--- src/rtl/sync_fifo_ctl_if.sv ---
// Bus interface for sync_fifo_ctl: request/data inputs, data/status/error outputs.
// The master drives requests; the slave (the FIFO) drives data and status.
interface sync_fifo_ctl_if #(
  parameter int unsigned DEPTH = 8,
  parameter int unsigned WIDTH = 32,
  parameter int unsigned CNT_W = $clog2(DEPTH + 1)
);

  logic             flush;
  logic             push;
  logic             pop;
  logic             err_clr;
  logic [WIDTH-1:0] din;
  logic [WIDTH-1:0] dout;
  logic [CNT_W-1:0] count;
  logic             full;
  logic             empty;
  logic             a_full;
  logic             a_empty;
  logic             overflow;
  logic             underflow;

  modport master (
    output flush, push, pop, err_clr, din,
    input  dout, count, full, empty, a_full, a_empty, overflow, underflow
  );

  modport slave (
    input  flush, push, pop, err_clr, din,
    output dout, count, full, empty, a_full, a_empty, overflow, underflow
  );

endinterface

--- src/rtl/sync_fifo_ctl.sv ---
// sync_fifo_ctl: single-clock FIFO controller with any DEPTH >= 2 (non-power-of-2
// pointers wrap at DEPTH-1), exact fill count, almost-full/empty flags, synchronous
// flush and overflow/underflow reporting. Show-ahead read: dout is the current head.
// Optional build macro SYNC_FIFO_STICKY_ERR_EN makes overflow/underflow sticky until
// err_clr; without it they are one-cycle pulses and err_clr is ignored.
module sync_fifo_ctl #(
  parameter int unsigned DEPTH    = 8,
  parameter int unsigned WIDTH    = 32,
  parameter int unsigned AF_LEVEL = 1,
  parameter int unsigned AE_LEVEL = 1,
  parameter int unsigned PTR_W    = $clog2(DEPTH),
  parameter int unsigned CNT_W    = $clog2(DEPTH + 1)
) (
  input  logic           clk,
  input  logic           rst,
  sync_fifo_ctl_if.slave bus
);

  // Reject illegal configurations at elaboration
  generate
    if (DEPTH < 2) begin : g_bad_depth
      $error("sync_fifo_ctl: DEPTH must be >= 2");
    end
    if (AF_LEVEL >= DEPTH) begin : g_bad_af
      $error("sync_fifo_ctl: AF_LEVEL must be < DEPTH");
    end
    if (AE_LEVEL >= DEPTH) begin : g_bad_ae
      $error("sync_fifo_ctl: AE_LEVEL must be < DEPTH");
    end
  endgenerate

  logic [WIDTH-1:0] mem [DEPTH];
  logic [PTR_W-1:0] wr_ptr;
  logic [PTR_W-1:0] rd_ptr;
  logic [CNT_W-1:0] count_q;
  logic             overflow_q;
  logic             underflow_q;

  logic             full_c;
  logic             empty_c;
  logic             wr_en_c;
  logic             rd_en_c;
  logic             ovf_evt_c;
  logic             udf_evt_c;

  // Pointer advance with explicit wrap so non-power-of-2 depths work
  function automatic logic [PTR_W-1:0] ptr_inc(input logic [PTR_W-1:0] p);
    return (p == PTR_W'(DEPTH - 1)) ? '0 : p + PTR_W'(1);
  endfunction

  // Status and acceptance; a push into a full FIFO is allowed when a pop frees a slot
  always_comb begin
    full_c    = (count_q == CNT_W'(DEPTH));
    empty_c   = (count_q == '0);
    wr_en_c   = bus.push & (~full_c | bus.pop);
    rd_en_c   = bus.pop & ~empty_c;
    ovf_evt_c = bus.push & ~wr_en_c;
    udf_evt_c = bus.pop & ~rd_en_c;
  end

  // Pointers and fill count; flush clears them like reset but leaves error flags alone
  always_ff @(posedge clk) begin
    if (rst) begin
      wr_ptr  <= '0;
      rd_ptr  <= '0;
      count_q <= '0;
    end else if (bus.flush) begin
      wr_ptr  <= '0;
      rd_ptr  <= '0;
      count_q <= '0;
    end else begin
      if (wr_en_c) begin
        wr_ptr <= ptr_inc(wr_ptr);
      end
      if (rd_en_c) begin
        rd_ptr <= ptr_inc(rd_ptr);
      end
      if (wr_en_c && !rd_en_c) begin
        count_q <= count_q + CNT_W'(1);
      end else if (!wr_en_c && rd_en_c) begin
        count_q <= count_q - CNT_W'(1);
      end
    end
  end

  // Storage array; never cleared, stale contents are hidden by the count
  always_ff @(posedge clk) begin
    if (wr_en_c && !rst && !bus.flush) begin
      mem[wr_ptr] <= bus.din;
    end
  end

`ifdef SYNC_FIFO_STICKY_ERR_EN
  // Sticky error flags; a new error in the same cycle as err_clr keeps the flag set
  always_ff @(posedge clk) begin
    if (rst) begin
      overflow_q  <= 1'b0;
      underflow_q <= 1'b0;
    end else begin
      overflow_q  <= ovf_evt_c | (overflow_q  & ~bus.err_clr);
      underflow_q <= udf_evt_c | (underflow_q & ~bus.err_clr);
    end
  end
`else
  // One-cycle error pulses reporting the previous cycle's rejected requests
  always_ff @(posedge clk) begin
    if (rst) begin
      overflow_q  <= 1'b0;
      underflow_q <= 1'b0;
    end else begin
      overflow_q  <= ovf_evt_c;
      underflow_q <= udf_evt_c;
    end
  end

  logic err_clr_unused;
  assign err_clr_unused = bus.err_clr;
`endif

  // Output mapping; dout is forced to zero when nothing is stored
  assign bus.dout      = empty_c ? '0 : mem[rd_ptr];
  assign bus.count     = count_q;
  assign bus.full      = full_c;
  assign bus.empty     = empty_c;
  assign bus.a_full    = (count_q >= CNT_W'(DEPTH - AF_LEVEL));
  assign bus.a_empty   = (count_q <= CNT_W'(AE_LEVEL));
  assign bus.overflow  = overflow_q;
  assign bus.underflow = underflow_q;

endmodule

--- src/flat_wrapper.sv ---
// flat-port wrapper written by rule: the top's interface ports become plain ports
module sync_fifo_ctl_flat 
#(
  parameter int unsigned DEPTH    = 8,
  parameter int unsigned WIDTH    = 32,
  parameter int unsigned AF_LEVEL = 1,
  parameter int unsigned AE_LEVEL = 1,
  parameter int unsigned PTR_W    = $clog2(DEPTH),
  parameter int unsigned CNT_W    = $clog2(DEPTH + 1)
)
  (clk, rst, bus_flush, bus_push, bus_pop, bus_err_clr, bus_din, bus_dout, bus_count, bus_full, bus_empty, bus_a_full, bus_a_empty, bus_overflow, bus_underflow);
  sync_fifo_ctl_if #(.DEPTH(DEPTH), .WIDTH(WIDTH), .CNT_W(CNT_W)) bus_i ();
  input  logic clk;
  input  logic rst;
  input wire logic [$bits(bus_i.flush)-1:0] bus_flush;
  input wire logic [$bits(bus_i.push)-1:0] bus_push;
  input wire logic [$bits(bus_i.pop)-1:0] bus_pop;
  input wire logic [$bits(bus_i.err_clr)-1:0] bus_err_clr;
  input wire logic [$bits(bus_i.din)-1:0] bus_din;
  output wire logic [$bits(bus_i.dout)-1:0] bus_dout;
  output wire logic [$bits(bus_i.count)-1:0] bus_count;
  output wire logic [$bits(bus_i.full)-1:0] bus_full;
  output wire logic [$bits(bus_i.empty)-1:0] bus_empty;
  output wire logic [$bits(bus_i.a_full)-1:0] bus_a_full;
  output wire logic [$bits(bus_i.a_empty)-1:0] bus_a_empty;
  output wire logic [$bits(bus_i.overflow)-1:0] bus_overflow;
  output wire logic [$bits(bus_i.underflow)-1:0] bus_underflow;
  assign bus_i.flush = bus_flush;
  assign bus_i.push = bus_push;
  assign bus_i.pop = bus_pop;
  assign bus_i.err_clr = bus_err_clr;
  assign bus_i.din = bus_din;
  assign bus_dout = bus_i.dout;
  assign bus_count = bus_i.count;
  assign bus_full = bus_i.full;
  assign bus_empty = bus_i.empty;
  assign bus_a_full = bus_i.a_full;
  assign bus_a_empty = bus_i.a_empty;
  assign bus_overflow = bus_i.overflow;
  assign bus_underflow = bus_i.underflow;
  sync_fifo_ctl #(.DEPTH(DEPTH), .WIDTH(WIDTH), .AF_LEVEL(AF_LEVEL), .AE_LEVEL(AE_LEVEL), .PTR_W(PTR_W), .CNT_W(CNT_W)) u_core (.clk(clk), .rst(rst), .bus(bus_i));
endmodule
--- config.mk ---
export PLATFORM = sky130hd
export DESIGN_NAME = sync_fifo_ctl_flat
export DESIGN_NICKNAME = d
export VERILOG_FILES = /design/src/rtl/sync_fifo_ctl_if.sv /design/src/rtl/sync_fifo_ctl.sv /design/src/flat_wrapper.sv
export SDC_FILE = /design/constraint.sdc
export NUM_CORES = 1
export LEC_CHECK = 0
export CAP_MARGIN = 10
export CORE_MARGIN = 3
export CORE_UTILIZATION = 65
export CTS_CLUSTER_DIAMETER = 60
export CTS_CLUSTER_SIZE = 14
export DETAILED_ROUTE_END_ITERATION = 16
export DONT_BUFFER_PORTS = 1
export GPL_TIMING_DRIVEN = 0
export PLACE_DENSITY_LB_ADDON = 0.1
export SYNTH_ARGS = -nofsm -noshare
export SYNTH_HDL_FRONTEND = slang
export SYNTH_SLANG_ARGS = --single-unit
--- constraint.sdc ---
create_clock -name clk -period 8.6 [get_ports clk]
set_input_delay 1.29 -clock clk [delete_from_list [all_inputs] [get_ports clk]]
set_output_delay 1.29 -clock clk [all_outputs]
set_load 0.005 [all_outputs]
==> reports/metrics.cfg, run 1 <==
[status]
status = complete, no violations

[clocking]
cts_tree = yes
cts.clk_slew.worst_paths_ns = 0.06
cts.sinks = 271
clock_latency_ns = 0.50
cts_htree_levels = 1
cts-root-buf = clkbuf_16
cts.repair.resized = 0
cts_setup_buffers = 0
holdBufCountCts = 0
cts_buffers = 23
clockBufferDepth = 3

[synth]
syn_area_mm2 = 0.0104
syn_inst = 467
synthFlopType = edfxtp_1
synth_enable_flop_cells = 256
yosysWarningCount = 0
avgSynthCellArea_um2 = 22.2
ys_types = 35
ys_seq_area_frac = 0.771
ys_ff_latch = 271
synth_nets = 514
ys_async_sr_fraction = 0

[pwr]
power_leakage_nw = 3.62
powerDensity_mw_per_mm2 = 217
max-vdd-ir-drop_mv = 0.154

[layout]
utilization = 0.751
fin_nets = 560
num_antenna_cells = 0
postLayoutCellArea_mm2 = 0.0115
syn_to_final_growth_pct = 11.5
drive_gt1_frac = 0.269

[timing]
grt_setup_unrepaired = no
slew_violations = 0
worstMarginPinSlew_ns = 0.958
period_needed_ns = 4.21
setup_viol = 0
fin_crit_sh = 0.489
max_clock_freq_mhz = 238
hold_violations = 0
slew_headroom = 0.356
final.setup.tns_ns = 0
skew_ns = 0.0132
hold_ws_ns = 0.550

[setup_path]
path_max_fanout = 10
critPathKind = reg -> out
r2r_start = u_core.bus.count[0]
worstReg2RegEnd = u_core.mem[0][15]
r2r_slack_ns = 5.56
end_kind = output pin
cp-start-kind = register
crit_arrival_ns = 2.92
cp.required_ns = 7.31
ff2ff_path_depth = 8

[floorplanning]
num_rows = 45
die_w_um = 132
core-area_mm2 = 0.0154
start_util = 0.674
io_pins = 80
die_h_um = 132
dieArea_mm2 = 0.0175

[global_routing]
grt-ovfl-total = 0
grt_pass1_wl_um = 30600
grt_use_total = 0.231
first_global_vias = 5148
grt_max_degree = 27
grt_antenna_before_repair = 0

[drt]
drc = 0
viasPerCell = 6.49
drt_iter0_drc = 390
ant_nets = 0
first_pass_iters = 4
wl_um = 19100
wl_per_cell_um = 26.1
dr_total_vias = 4747

[worst_hold_path]
holdPathStages = 2
hold_start = u_core.rd_ptr[1]
hold_class = reg -> reg

[place]
port_buffers = 0
dp_hpwl_um = 12300
placed_area_mm2 = 0.0109
place_congestion = 0.780

[run]
max-cap-violations = 0

[logic make-up (layout without fill, tap and decap cells)]
logic type | count (synthesis) | after routing | synth area share
muxes | 66 | 66 | 0.141
xor gates and xnor gates | 2 | 2 | 0.00169
adders and majority gates | 9 | 9 | 0.0109
AOI/OAI and AO/OA | 50 | 50 | 0.0370
and+or+nand+nor | 39 | 39 | 0.0223
buffers and inverters | 30 | 83 | 0.0161
DFF | 271 | 271 | 0.771
[stage by stage]
| stage | std cells | power, mW | setup WS [ns] |
|---|---|---|---|
| after floorplan | 467 | 1.60 | 3.43 |
| after global placement | 678 | 1.63 | 0.366 |
| after detailed placement | 699 | 1.64 | 4.91 |
| after CTS | 731 | 2.52 | 4.38 |
| after global routing | 731 | 2.59 | 4.26 |
| final | 731 | 2.51 | 4.39 |
[sequential cells by signal, indices dropped and copies added (netlist names), named ones only]
name / flops
u_core.bus.count: 4
u_core.bus.overflow: 1
u_core.bus.underflow: 1
u_core.mem: 256
u_core.rd_ptr: 3
u_core.wr_ptr: 3
[layout make-up]
type | instances | area [um2]
Timing Repair Buffer | 21 | 255
Tap cell | 211 | 264
Clock buffer | 30 | 602
Sequential cell | 271 | 7990
Clock inverter | 2 | 20.0
Multi-Input combinational cell | 166 | 2250
Inverter | 6 | 22.5
Buffer | 24 | 144
Fill cell | 868 | 3820
[synthesized netlist by cell type (all sizes together) (3+ instances only)]
cell type,instances,area [um2]
a21oi,8,40.0
a22o,32,283
buf,13,103
clkbuf,11,41.3
dfxtp,15,300
edfxtp,256,7690
ha,9,113
inv,6,22.5
mux4,64,1440
nand2,3,11.3
nand3,3,15.0
nor2,9,33.8
nor3,6,30.0
o21ai,8,40.0
or4,3,22.5
[metal layers]
metal	vias to the layer above	routed length, um	track usage
met5	-	0	0
met4	0	188	0.0468
met1	2507	7500	0.321
met3	15	1470	0.0576
met2	167	9920	0.385
li1	2058	-	-
[worst max path at each step]
stage	endpoint	startpoint	slack, ns	cells past startpoint
finish	bus_dout[3]	u_core.bus.count[0]	4.39	8
CTS	bus_dout[26]	u_core.bus.count[0]	4.38	8
detailed placement	bus_dout[26]	u_core.bus.count[0]	4.91	8
global placement	u_core.mem[0][13]	rst	0.37	3
floorplan	u_core.mem[0][0]	rst	3.43	3
global route	bus_dout[26]	u_core.bus.count[0]	4.26	8
[worst max-delay path, stage by stage, from the launching register on]
cell	delay, ns
dfxtp_1	0.49
inv_1	0.11
ha_1	0.26
or3b_1	0.19
buf_6	0.12
inv_2	0.07
nor2_1	0.34
clkbuf_1	0.56
a22o_1	0.28
[cells in the final DEF, fill, tap and decap left out, types with 8 or more instances in the layout]
cell and instances:
edfxtp_1 256, mux4_2 64, a22o_1 30, clkbuf_16 23, clkbuf_1 18, buf_6 16, dfxtp_1 15, ha_1 9
a21oi_1 8
[where the power goes]
part / leakage [nW] / internal, mW / switching, mW
sequential: 2.43 / 1.45 / 0.00650
combinational: 0.894 / 0.0640 / 0.0813
clock: 0.302 / 0.489 / 0.417
total: 3.62 / 2.01 / 0.505
Note: power is estimated with default switching activity, not from simulation.
==> run 2, diff against run 1 <==
--- a/config.mk
+++ b/config.mk
@@ -7,7 +7,7 @@
 export LEC_CHECK = 0
 export CAP_MARGIN = 10
 export CORE_MARGIN = 3
-export CORE_UTILIZATION = 65
+export CORE_UTILIZATION = 63
 export CTS_CLUSTER_DIAMETER = 60
 export CTS_CLUSTER_SIZE = 14
 export DETAILED_ROUTE_END_ITERATION = 16
==> constraint.sdc (replaced) <==
create_clock -name clk -period 4.26 [get_ports clk]
set_input_delay 0.639 -clock clk [delete_from_list [all_inputs] [get_ports clk]]
set_output_delay 0.639 -clock clk [all_outputs]
set_load 0.005 [all_outputs]
==> run 2 against run 1 <==
  * Worst setup slack worse by 3.7 ns
  * Combinational power is 100% higher
  * Total power grew 100%
  * Via count increased by 0.93%
  * Register-to-register slack worse by 4.3 ns
  * Clock skew is 0.0041 ns lower
  * Hold slack worse by 0.35 ns
  * Critical path type unchanged
==> reports/metrics.cfg, run 2 (synthesis gave the netlist of run 1 again) <==
[status]
status = complete, no violations  ; unchanged

[pwr]
comb_power_share = 0.058  ; about the same
finalPower_mw = 5.13  ; was 2.51 mW
p_int_mw = 4.08  ; was 2.01 mW
power_frac_clock = 0.368  ; was 0.361
switchingPower_mw = 1.05  ; was 0.505 mW
p_seq_frac = 0.574  ; was 0.581
max-vdd-ir-drop_mv = 0.343  ; was 0.154 mV
p_sw_frac = 0.204  ; was 0.201
power_leakage_nw = 3.62  ; about the same
powerDensity_mw_per_mm2 = 443  ; was 217 mW/mm2

[timing]
skew_ns = 0.00909  ; was 0.0132 ns
fin_crit_sh = 0.836
hold_violations = 0  ; unchanged
setup_viol = 0  ; unchanged
grt_setup_unrepaired = no  ; unchanged
hold_ws_ns = 0.200  ; was 0.550 ns
period_needed_ns = 3.56
slew_headroom = 0.324  ; was 0.356
final.setup.tns_ns = 0  ; unchanged
worstMarginPinSlew_ns = 1.01  ; was 0.958 ns
max_clock_freq_mhz = 281
slew_violations = 0  ; unchanged

[clocking]
cts_buffers = 23  ; unchanged
cts-root-buf = clkbuf_16  ; unchanged
cts_tree = yes  ; unchanged
cts.clk_slew.worst_paths_ns = 0.07  ; was 0.06 ns
cts_setup_buffers = 0  ; unchanged
clock_latency_ns = 0.51  ; was 0.50 ns
holdBufCountCts = 0  ; unchanged
cts.sinks = 271  ; unchanged
clockBufferDepth = 3  ; unchanged
cts_htree_levels = 1  ; unchanged
cts.repair.resized = 0  ; unchanged

[setup_path]
ff2ff_path_depth = 7  ; was 8
cp-start-kind = register  ; unchanged
path_max_fanout = 10  ; unchanged
r2r_slack_ns = 1.22  ; was 5.56 ns
cp.required_ns = 3.62  ; was 7.31 ns
worstReg2RegEnd = u_core.mem[1][5]  ; was u_core.mem[0][15]
end_kind = output pin  ; unchanged
slowest_stage = clkbuf_1  ; unchanged
max_stage_delay_ns = 0.54  ; was 0.56 ns
path_cells = inv_1 -> ha_1 -> or3b_1 -> buf_6 -> inv_2 -> nor2_1 -> clkbuf_1 -> a22o_1  ; unchanged
r2r_start = u_core.bus.count[0]  ; unchanged
critPathKind = reg -> out  ; unchanged
crit_arrival_ns = 2.92  ; about the same

[global_routing]
grt-ovfl-total = 0  ; unchanged
first_global_vias = 5051  ; was 5148
grt_max_degree = 26  ; was 27
grt_use_total = 0.224  ; was 0.231
grt_antenna_before_repair = 0  ; unchanged
grt_pass1_wl_um = 30000  ; was 30600 um

[drt]
dr_total_vias = 4791  ; was 4747
drc = 0  ; unchanged
first_pass_iters = 5  ; was 4
drt_iter0_drc = 278  ; was 390
wl_per_cell_um = 26.0  ; was 26.1 um
viasPerCell = 6.45  ; was 6.49
ant_nets = 0  ; unchanged
wl_um = 19300  ; was 19100 um

[layout]
utilization = 0.724  ; was 0.751
final_cell_mix = 256 x edfxtp_1, 64 x mux4_2, 30 x a22o_1  ; unchanged
nFillCells = 957  ; was 868
fin_nets = 558  ; was 560
largest_register_ffs = 256  ; unchanged
num_antenna_cells = 0  ; unchanged
seqCellArea_mm2 = 0.00799  ; unchanged
syn_to_final_growth_pct = 11.9  ; was 11.5%
final_common_cell = edfxtp_1  ; unchanged
multi_input_area_mm2 = 0.00226  ; was 0.00225 mm2
drive_gt1_frac = 0.262  ; was 0.269
regMostFlops = u_core.mem  ; unchanged

[place]
place_congestion = 0.737  ; was 0.780
port_buffers = 0  ; unchanged
dp_hpwl_um = 12400  ; was 12300 um

[floorplanning]
die_h_um = 134  ; was 132 um
core-area_mm2 = 0.0160  ; was 0.0154 mm2
dieArea_mm2 = 0.0180  ; was 0.0175 mm2
num_rows = 46  ; was 45
die_w_um = 134  ; was 132 um
io_pins = 80  ; unchanged
start_util = 0.647  ; was 0.674

[worst_hold_path]
hold_start = rst  ; was u_core.rd_ptr[1]
holdPathEnd = u_core.bus.underflow
hold_class = in -> reg  ; was reg -> reg
holdPathStages = 1  ; was 2

[run]
max-cap-violations = 0  ; unchanged

==> run 2: changes by cell type in the layout (fill, tap and decap cells not counted), moves of 2 or more <==
cell      change
buf_12        +2
buf_16        -2
buf_4         -6
buf_6         +2
buf_8         +2
clkbuf_1      +9
==> run 2: layer usage <==
| metal | vias to the layer above | track usage | share of wire |
|---|---|---|---|
| met1 | 2487 | 0.319 | 0.40 |
| met5 | - | 0 | 0 |
| li1 | 2067 | - | - |
| met4 | 0 | 0.0464 | 0.016 |
| met2 | 205 | 0.366 | 0.50 |
| met3 | 32 | 0.0548 | 0.091 |
==> run 2: power by group through the flow <==
stage / registers, mW / logic (mW) / clock network (mW)
5_1_grt: 2.95 / 0.322 / 2.03
3_3_place_gp: 3.00 / 0.289 / 0
4_1_cts: 2.95 / 0.302 / 1.92
2_1_floorplan: 3.00 / 0.222 / 0
3_5_place_dp: 3.00 / 0.301 / 0
6_report: 2.95 / 0.296 / 1.89
==> run 2: metrics by stage <==
stage | std cells | cell area (um2) | setup slack, ns
floorplan | 467 | 10400 | 0.456
global placement | 683 | 10600 | -1.80
detailed placement | 702 | 10900 | 1.18
CTS | 743 | 11600 | 0.645
global route | 743 | 11600 | 0.476
finish | 743 | 11600 | 0.699
==> run 2: area by class of cell <==
cell class | instances | area share
Buffer | 24 | 0.0124
Clock buffer | 39 | 0.0548
Clock inverter | 2 | 0.00173
Inverter | 6 | 0.00194
Multi-Input combinational cell | 166 | 0.195
Sequential cell | 271 | 0.689
Tap cell | 216 | 0.0233
Timing Repair Buffer | 19 | 0.0214
==> run 2: worst max path at each step <==
| stage | slack [ns] | depth (start not counted) | start | end |
|---|---|---|---|---|
| final | 0.70 | 8 | u_core.bus.count[0] | bus_dout[1] |
| after global routing | 0.48 | 8 | u_core.bus.count[0] | bus_dout[16] |
| after CTS | 0.64 | 8 | u_core.bus.count[0] | bus_dout[1] |
| after detailed placement | 1.18 | 8 | u_core.bus.count[0] | bus_dout[2] |
| after global placement | -1.80 | 5 | u_core.bus.count[0] | u_core.mem[2][11] |
| after floorplan | 0.46 | 5 | u_core.bus.count[0] | u_core.mem[2][0] |
==> run 2: critical path: cells and delay by family, from the launching register on <==
| kind | cells | cell delay, ns |
|---|---|---|
| flops | 1 | 0.48 |
| simple gates | 2 | 0.56 |
| buf+inv | 4 | 0.84 |
| fa+ha+maj | 1 | 0.25 |
| compound gates | 1 | 0.28 |
==> run 3, diff against run 2 <==
--- a/config.mk
+++ b/config.mk
@@ -5,6 +5,7 @@
 export SDC_FILE = /design/constraint.sdc
 export NUM_CORES = 1
 export LEC_CHECK = 0
+export ABC_AREA = 1
 export CAP_MARGIN = 10
 export CORE_MARGIN = 3
 export CORE_UTILIZATION = 63
==> constraint.sdc (replaced) <==
create_clock -name clk -period 3.48 [get_ports clk]
set_input_delay 0.522 -clock clk [delete_from_list [all_inputs] [get_ports clk]]
set_output_delay 0.522 -clock clk [all_outputs]
set_load 0.005 [all_outputs]
==> run 3 against run 2 <==
  * Register-to-register slack got worse by 0.41 ns
  * Combinational power increased by 88%
  * Sequential share of layout area decreased by 6.6 points
  * Core utilization decreased by 1.5 points
  * Flip-flop and latch count unchanged
==> reports/metrics.cfg, run 3 <==
[clocking]
cts-root-buf = clkbuf_16  ; unchanged
holdBufCountCts = 0  ; unchanged
cts_tree = yes  ; unchanged
clock_latency_ns = 0.51  ; about the same
clockBufferDepth = 3  ; unchanged
cts_htree_levels = 1  ; unchanged
cts_buffers = 23  ; unchanged
cts.clk_slew.worst_paths_ns = 0.06  ; was 0.07 ns
cts.repair.resized = 0  ; unchanged
cts_setup_buffers = 0  ; unchanged
cts.sinks = 271  ; unchanged

[layout]
largest_register_ffs = 256  ; unchanged
nFillCells = 1241  ; was 957
multi_input_area_mm2 = 0.00289  ; was 0.00226 mm2
seqCellArea_mm2 = 0.00799  ; unchanged
drive_gt1_frac = 0.0754  ; was 0.262
final_cell_mix = 466 x nand2_1, 256 x edfxtp_1, 147 x inv_1  ; was 256 x edfxtp_1, 64 x mux4_2, 30 x a22o_1
syn_to_final_growth_pct = 10.2  ; was 11.9%
final_common_cell = nand2_1  ; was edfxtp_1
num_antenna_cells = 0  ; unchanged
regMostFlops = u_core.mem  ; unchanged
fin_nets = 1247  ; was 558

[setup_path]
critPathKind = reg -> out  ; unchanged
ff2ff_path_depth = 7  ; unchanged
path_cells = inv_1 -> ha_1 -> nand3_2 -> buf_2 -> nand2_1 -> nor2_1  ; was inv_1 -> ha_1 -> or3b_1 -> buf_6 -> inv_2 -> nor2_1 -> clkbuf_1 -> a22o_1
max_stage_delay_ns = 0.44  ; was 0.54 ns
slowest_stage = dfxtp_1  ; was clkbuf_1
cp-start-kind = register  ; unchanged
cp_num_buf_inv = 2  ; was 4
worstSetupPathDepth = 6  ; was 8
end_kind = output pin  ; unchanged
cp.required_ns = 2.96  ; was 3.62 ns
path_max_fanout = 10  ; unchanged
crit_arrival_ns = 2.17  ; was 2.92 ns
cpLargestDelayFamily = simple AND/OR/NAND/NOR gates  ; was buffers and inverters

[global_routing]
grt_pass1_wl_um = 38500  ; was 30000 um
first_global_vias = 7158  ; was 5051
grt-ovfl-total = 0  ; unchanged
grt_use_total = 0.250  ; was 0.224
grt_max_degree = 23  ; was 26
grt_antenna_before_repair = 0  ; unchanged

[floorplanning]
die_h_um = 142  ; was 134 um
start_util = 0.644  ; was 0.647
io_pins = 80  ; unchanged
die_w_um = 142  ; was 134 um
core-area_mm2 = 0.0181  ; was 0.0160 mm2
dieArea_mm2 = 0.0201  ; was 0.0180 mm2
num_rows = 49  ; was 46

[drt]
drt_iter0_drc = 635  ; was 278
ant_nets = 0  ; unchanged
wl_per_cell_um = 17.5  ; was 26.0 um
first_pass_iters = 7  ; was 5
viasPerCell = 5.36  ; was 6.45
drc = 0  ; unchanged
wl_um = 25100  ; was 19300 um
dr_total_vias = 7698  ; was 4791

[synth]
syn_area_mm2 = 0.0116  ; was 0.0104 mm2
avgSynthCellArea_um2 = 10.0  ; was 22.2 um2
synth.most_common_cell = nand2_1  ; was edfxtp_1
synth_top_area_frac = 0.661  ; was 0.742
synthFlopType = edfxtp_1  ; unchanged
yosys.area.top_type = edfxtp_1  ; unchanged
synthTopCellsByArea = edfxtp_1 66%, nand2_1 15%, inv_1 4.7%  ; was edfxtp_1 74%, mux4_2 14%, dfxtp_1 2.9%
ys_types = 21  ; was 35
syn_inst = 1159  ; was 467
ys_ff_latch = 271  ; unchanged
ys_seq_area_frac = 0.686  ; was 0.771
ys_async_sr_fraction = 0  ; unchanged
synth_common_cells = 466 x nand2_1, 256 x edfxtp_1, 147 x inv_1  ; was 256 x edfxtp_1, 64 x mux4_2, 30 x a22o_1
synth_enable_flop_cells = 256  ; unchanged
synth_nets = 1206  ; was 514
yosysWarningCount = 0  ; unchanged

[timing]
setup_viol = 0  ; unchanged
max_clock_freq_mhz = 371
final.setup.tns_ns = 0  ; unchanged
hold_ws_ns = 0.0854  ; was 0.200 ns
slew_violations = 0  ; unchanged
worstMarginPinSlew_ns = 0.834  ; was 1.01 ns
skew_ns = 0.0125  ; was 0.00909 ns
fin_crit_sh = 0.774
slew_headroom = 0.441  ; was 0.324
grt_setup_unrepaired = no  ; unchanged
hold_violations = 0  ; unchanged
period_needed_ns = 2.70

[worst_hold_path]
holdPathStages = 1  ; unchanged
hold_class = in -> reg  ; unchanged

[pwr]
power_leakage_nw = 5.43  ; was 3.62 nW
powerDensity_mw_per_mm2 = 502  ; was 443 mW/mm2
max-vdd-ir-drop_mv = 0.414  ; was 0.343 mV

[run]
max-cap-violations = 0  ; unchanged

[place]
place_congestion = 0.783  ; was 0.737
dp_hpwl_um = 16200  ; was 12400 um
port_buffers = 0  ; unchanged

[status]
status = complete, no violations  ; unchanged

==> run 3: cell types whose count changed after synthesis, moves of 3 or more <==
cell | before | now
or4_1 | 3 | 0
buf_2 | 7 | 39
clkbuf_1 | 11 | 4
buf_6 | 6 | 0
buf_1 | 0 | 9
inv_1 | 5 | 147
nand2_1 | 3 | 466
a22o_1 | 30 | 0
a21oi_1 | 8 | 5
mux4_2 | 64 | 0
nor2_1 | 9 | 84
nand3_1 | 3 | 100
==> run 3: worst reg2reg max path, stage by stage (launching register included) <==
cell and delay [ns]:
dfxtp_1 0.44, inv_1 0.12, ha_1 0.26, nand4_2 0.21, nand3_1 0.24, nor3_2 0.70, buf_6 0.26, buf_6 0.16
==> run 3: final cells by class <==
class | instances | area share
Clock inverter | 1 | 0.000878
Timing Repair Buffer | 16 | 0.0180
Sequential cell | 271 | 0.623
Buffer | 53 | 0.0196
Inverter | 148 | 0.0433
Tap cell | 229 | 0.0223
Multi-Input combinational cell | 687 | 0.226
Clock buffer | 31 | 0.0472
==> run 3: cell families after synthesis <==
logic type	synth area share
flops	0.686
xor+xnor	0.000753
fa+ha+maj	0.00968
compound gates	0.00645
buf+inv	0.0693
simple gates	0.227
==> run 3: layer usage <==
layer	track usage	wire length (um)
met5	0	0
met4	0.0813	682
met3	0.0415	1600
met2	0.412	12000
met1	0.345	10800
==> run 3: worst paths after layout <==
kind	start	endpoint	slack, ns
setup / recovery	u_core.bus.count[0]	bus_dout[28]	0.78
hold / removal	rst	u_core.bus.overflow	0.09
setup reg to reg	u_core.bus.count[0]	u_core.mem[3][10]	0.81
hold reg to reg	u_core.rd_ptr[1]	u_core.rd_ptr[1]	0.51
==> run 3: where the power goes <==
group | leakage [nW] | internal (mW) | total, mW | switching, mW
sequential | 2.43 | 3.60 | 3.61 | 0.0157
clock | 0.299 | 1.21 | 2.26 | 1.06
combinational | 2.70 | 0.160 | 0.557 | 0.397
==> run 3: metrics by stage <==
step	util	worst slack (ns)	total power, mW	cells	instance area (um2)
after detailed placement	0.675	0.769	4.24	1404	12200
after global routing	0.709	0.600	6.65	1436	12800
after global placement	0.659	-2.48	4.22	1388	11900
after CTS	0.709	0.776	6.45	1436	12800
final	0.709	0.785	6.43	1436	12800
after floorplan	-	-0.259	4.07	1159	11600
